`config.mk`:
```
export PLATFORM = sky130hd
export DESIGN_NAME = mdu_dispatch
export DESIGN_NICKNAME = d
export VERILOG_FILES = /design/src/rtl/mdu_dispatch.sv
export SDC_FILE = /design/constraint.sdc
export NUM_CORES = 1
export LEC_CHECK = 0
export CORE_ASPECT_RATIO = 1.4
export CORE_UTILIZATION = 44
export DETAILED_ROUTE_END_ITERATION = 8
export PLACE_DENSITY = 0.86
export SLEW_MARGIN = 0
export SYNTH_ARGS = -nofsm -noshare
export SYNTH_HDL_FRONTEND = slang
export SYNTH_SLANG_ARGS = --single-unit
```
`constraint.sdc`:
```
create_clock -name clk -period 6.8 [get_ports clk]
set_input_delay 1.36 -clock clk [delete_from_list [all_inputs] [get_ports clk]]
set_output_delay 1.36 -clock clk [all_outputs]
set_load 0.005 [all_outputs]
```
`src/rtl/mdu_dispatch.sv`:
```
// mdu_dispatch: issue/response stage between execute and the M-extension multiply/divide unit.
// Optional: define RISCV_DIV_SPECIAL_EN to resolve divide-by-zero and signed overflow locally.
package mdu_pkg;
    typedef logic [31:0] word_t;

    typedef enum logic [2:0] {
        OP_MUL    = 3'd0,
        OP_MULH   = 3'd1,
        OP_MULHSU = 3'd2,
        OP_MULHU  = 3'd3,
        OP_DIV    = 3'd4,
        OP_DIVU   = 3'd5,
        OP_REM    = 3'd6,
        OP_REMU   = 3'd7
    } mul_op_t;
endpackage

module mdu_dispatch
    import mdu_pkg::*;
#(
    parameter int XLEN      = 32,
    parameter int REG_IDX_W = 5
) (
    input  logic                 clk,
    input  logic                 rst,
    input  logic                 flush,

    input  logic                 req_valid,
    output logic                 req_ready,
    input  mul_op_t              req_op,
    input  logic [XLEN-1:0]      req_r1,
    input  logic [XLEN-1:0]      req_r2,
    input  logic [REG_IDX_W-1:0] req_rd_idx,

    output logic                 mul_en,
    output mul_op_t              mul_op,
    output logic [XLEN-1:0]      mul_r1,
    output logic [XLEN-1:0]      mul_r2,
    input  logic                 mul_busy,
    input  logic [XLEN-1:0]      mul_rd,

    output logic                 wb_valid,
    input  logic                 wb_ready,
    output logic [REG_IDX_W-1:0] wb_rd_idx,
    output logic [XLEN-1:0]      wb_data,

    output logic                 busy
);

    typedef enum logic [2:0] {
        IDLE,
        ISSUE,
        WAIT_HI,
        WAIT_LO,
        RESP
    } state_t;

    state_t state;
    logic   kill;
    logic   accept;
    logic   special;
    logic [XLEN-1:0] special_res;

    // The unit has no reset, so a run left over from before reset must finish first.
    assign req_ready = (state == IDLE) && !mul_busy && !flush;
    assign accept    = req_valid && req_ready;
    assign busy      = (state != IDLE);

`ifdef RISCV_DIV_SPECIAL_EN
    localparam logic [XLEN-1:0] MIN_INT = {1'b1, {(XLEN-1){1'b0}}};

    logic r2_zero;
    logic overflow;
    logic is_div;
    logic is_rem;

    always_comb begin
        r2_zero     = (req_r2 == '0);
        overflow    = (req_r1 == MIN_INT) && (req_r2 == '1);
        is_div      = (req_op == OP_DIV) || (req_op == OP_DIVU);
        is_rem      = (req_op == OP_REM) || (req_op == OP_REMU);
        special     = 1'b0;
        special_res = '0;
        if ((is_div || is_rem) && r2_zero) begin
            special     = 1'b1;
            special_res = is_div ? '1 : req_r1;
        end else if ((req_op == OP_DIV) && overflow) begin
            special     = 1'b1;
            special_res = MIN_INT;
        end else if ((req_op == OP_REM) && overflow) begin
            special     = 1'b1;
            special_res = '0;
        end
    end
`else
    assign special     = 1'b0;
    assign special_res = '0;
`endif

    always_ff @(posedge clk or posedge rst) begin
        if (rst) begin
            state     <= IDLE;
            kill      <= 1'b0;
            mul_en    <= 1'b0;
            mul_op    <= OP_MUL;
            mul_r1    <= '0;
            mul_r2    <= '0;
            wb_valid  <= 1'b0;
            wb_rd_idx <= '0;
            wb_data   <= '0;
        end else begin
            mul_en <= 1'b0;
            case (state)
                IDLE: begin
                    if (accept) begin
                        mul_op    <= req_op;
                        mul_r1    <= req_r1;
                        mul_r2    <= req_r2;
                        wb_rd_idx <= req_rd_idx;
                        if (special) begin
                            wb_data  <= special_res;
                            wb_valid <= 1'b1;
                            state    <= RESP;
                        end else begin
                            mul_en <= 1'b1;
                            state  <= ISSUE;
                        end
                    end
                end

                ISSUE: begin
                    if (flush) begin
                        kill <= 1'b1;
                    end
                    state <= WAIT_HI;
                end

                WAIT_HI: begin
                    if (flush) begin
                        kill <= 1'b1;
                    end
                    if (mul_busy) begin
                        state <= WAIT_LO;
                    end
                end

                // A flush arriving on the drain cycle itself still kills the response.
                WAIT_LO: begin
                    if (flush) begin
                        kill <= 1'b1;
                    end
                    if (!mul_busy) begin
                        wb_data <= mul_rd;
                        if (kill || flush) begin
                            kill  <= 1'b0;
                            state <= IDLE;
                        end else begin
                            wb_valid <= 1'b1;
                            state    <= RESP;
                        end
                    end
                end

                RESP: begin
                    if (flush || wb_ready) begin
                        wb_valid <= 1'b0;
                        state    <= IDLE;
                    end
                end

                default: begin
                    state <= IDLE;
                end
            endcase
        end
    end

endmodule

```
==> reports/results.txt <==
Status -> completed
VDD IR-drop max -> 0.185 mV
# clock sinks -> 110
CORE AREA -> 9950 um2
WL final -> 10300 um
Worst slew pin tran -> 0.736 ns
Detailed Place HPWL -> 7650 um
Vias in the first global route -> 3040
Die Height -> 122 um
Storage element area -> 2750 um2
Syn Std Cell Area -> 4520 um2
Hold crit path type -> reg2reg
RR Endpoint -> mul_r1[24]
Critical path depth -> 3
Asr flop ratio synth -> 1.00
Synth Flop Type -> dfrtp_1
Worst path max stage delay -> 0.55 ns
Most frequent cell after synthesis -> dfrtp_1
Reg2reg start -> state[2]
Syn-to-layout area delta -> 55.9%
CP delay by family, top -> buffers and inverters
Top cells by count, synth -> dfrtp_1 (110), mux2_4 (69), mux2_2 (35)
Final GP Congestion -> 0.730
Antenna Cells -> 0
Cells on worst reg2reg path -> 4
Pin count of the biggest net entering global routing -> 60
Post-Syn Nets -> 359
CP Capture Type -> output port
Filler cell count -> 646
Avg Cell Area, Syn -> 18.1 um2
Remaining antenna violation count after routing -> 0
Period utilization -> 0.600
Flop2flop setup slack -> 4.32 ns
DRT Pass-1 Iters -> 4
Clk pin slew, worst setup/hold paths -> 0.07 ns
Post-Synth Simple-Gate Area -> 0.0216
Final #Nets -> 578
Post-synthesis mux area share -> 0.316
Cell count after synthesis -> 249
Yosys cell types -> 20
Multi-input logic area -> 1590 um2
Hold Path End -> wb_data[14]
CTS root buffer -> clkbuf_16
Port bufs -> 217
EDFF count, synth -> 0
Post-DR wirelength/cell -> 16.9 um
Setup TNS -> 0 ns
Critical path launch point type -> input pin
Synth Register Bits -> 110
Sequential cell area fraction in the yosys report -> 0.609
F_max -> 245 MHz
Starting Density -> 0.454
Max stage delay cell, worst path -> clkdlybuf4s50_1
CTS tree -> built
Max-cap violations -> 0
Die area -> 10700 um2
Die Wd -> 87.7 um
Clock latency on the worst-skew pair -> 0.34 ns
P_int -> 0.00223 W
Crit Path Max Fanout -> 5
Top-area cell type share of the netlist area -> 0.609
Skew final -> 0.00801 ns
Crit-path cells -> clkdlybuf4s50_1 > nor3_1 > clkdlybuf4s50_1
Clk network pwr share -> 0.191
XOR/XNOR share of the synthesized area -> 0
Site row count -> 43
Synth Area in Adders -> 0
Most used cell, CP -> clkdlybuf4s50_1
Unrepaired setup endpoints after global routing -> no
Residual DRC count -> 0
Top-Level Pins -> 218
# setup viols final -> 0
Clock Path Buffers -> 2
Hold depth -> 1
Pwr/cell area -> 421 nW/um2
First-pass GRT wire length -> 15500 um
Sw frac -> 0.247
Slew HR -> 0.510
Final core utilization -> 0.708
Via density -> 4.73
CTS H-tree depth -> 3
CTS Buf Count -> 9
Pins over their slew limit -> 0
GRT overflow -> 0
Routed vias -> 2877
Hold_sp -> wb_data[14]
Layout cells sized above 1 -> 0.273
Area leader, netlist -> dfrtp_1
Largest cells by area after synthesis -> dfrtp_1 (61%), mux2_4 (23%), mux2_2 (8.7%), buf_12 (3.5%), buf_2 (0.44%)
Critical path class -> in2out
Data required, critical path -> 5.44 ns
Critical path arrival -> 2.72 ns
Pleak -> 3.22 nW
Final hold violation count -> 0
Post-CTS Setup Repair Bufs -> 0
Hold buffer count at cts -> 0
NetSw -> 0.000732 W
Logic pwr share -> 0.420
YS warnings -> 0
Share of power burned in registers -> 0.388
WP buf/inv -> 2
Largest family of logic cells by synthesized area -> multiplexers
GRT Total Usage -> 0.197
Compound-cell area share of the yosys netlist -> 0.00969
Final min period -> 4.08 ns
CTS-repair resized insts -> 0
Initial drt markers -> 77
Antenna violations before repair -> 0
-- registers in the layout (all words and copies together), names as in the netlist --
signal,flops
state,3
wb_data,32
kill,1
mul_r2,32
mul_op,3
mul_r1,32
wb_valid,1
mul_en,1
wb_rd_idx,5
-- cell families (layout without fill, tap and decap cells) --
logic type / count (synthesis) / after routing
DFF: 110 / 110
and+or+nand+nor: 13 / 13
AOI/OAI and AO/OA: 6 / 6
buffers and inverters: 16 / 240
muxes: 104 / 104
-- worst reg2reg max path, cell delays in order, from the launching register on --
cell      delay, ns
dfrtp_1        0.52
or3_4          0.21
nand2b_4       0.53
buf_4          0.69
mux2_2         0.42
-- per-stage QoR --
step / area (um2) / total power [W] / std cells / setup slack [ns] / hold slack [ns]
after floorplan: 4520 / 0.00163 / 249 / 2.54 / 0.492
final: 7040 / 0.00296 / 608 / 2.72 / 0.507
after CTS: 7040 / 0.00299 / 608 / 2.71 / 0.510
after detailed placement: 6720 / 0.00241 / 592 / 2.72 / 0.493
after global placement: 6720 / 0.00236 / 592 / 2.70 / 0.488
after global routing: 7040 / 0.00312 / 608 / 2.66 / 0.523
-- routing by layer --
| metal | share of wire | global-route usage |
|---|---|---|
| met1 | 0.37 | 0.215 |
| met2 | 0.52 | 0.339 |
| met3 | 0.062 | 0.0427 |
| met4 | 0.042 | 0.128 |
| met5 | 0 | 0 |
-- cells in the final DEF, fill, tap and decap left out, drive strengths merged, types with 2 or more instances in the layout --
cell type and instances:
bufinv 2, mux2 104, clkbuf 11, buf 3, nor2 4, a21oi 2
clkdlybuf4s50 217, nor3 2, dfrtp 110, inv 5
-- cell type report --
type	count	area share
multi-input combinational	123	0.225
clock inverter	5	0.0115
clock buffer	11	0.0345
tap	135	0.0240
timing repair buffer	220	0.312
inverter	4	0.00249
sequential	110	0.391
-- how the worst max path moves through the flow --
stage          slack [ns]     start         to
2_1_floorplan        2.54       rst       kill
3_3_place_gp         2.70  mul_busy  req_ready
3_5_place_dp         2.72  mul_busy  req_ready
4_1_cts              2.71  mul_busy  req_ready
5_1_grt              2.66  mul_busy  req_ready
6_report             2.72  mul_busy  req_ready
-- power groups by stage --
stage | combinational, W | sequential (W) | clock [W]
CTS | 0.00126 | 0.00115 | 0.000576
global route | 0.00132 | 0.00119 | 0.000605
finish | 0.00125 | 0.00115 | 0.000566
detailed placement | 0.00126 | 0.00116 | 0
floorplan | 0.000472 | 0.00116 | 0
global placement | 0.00123 | 0.00114 | 0
Power figures use the tool's default switching activity.
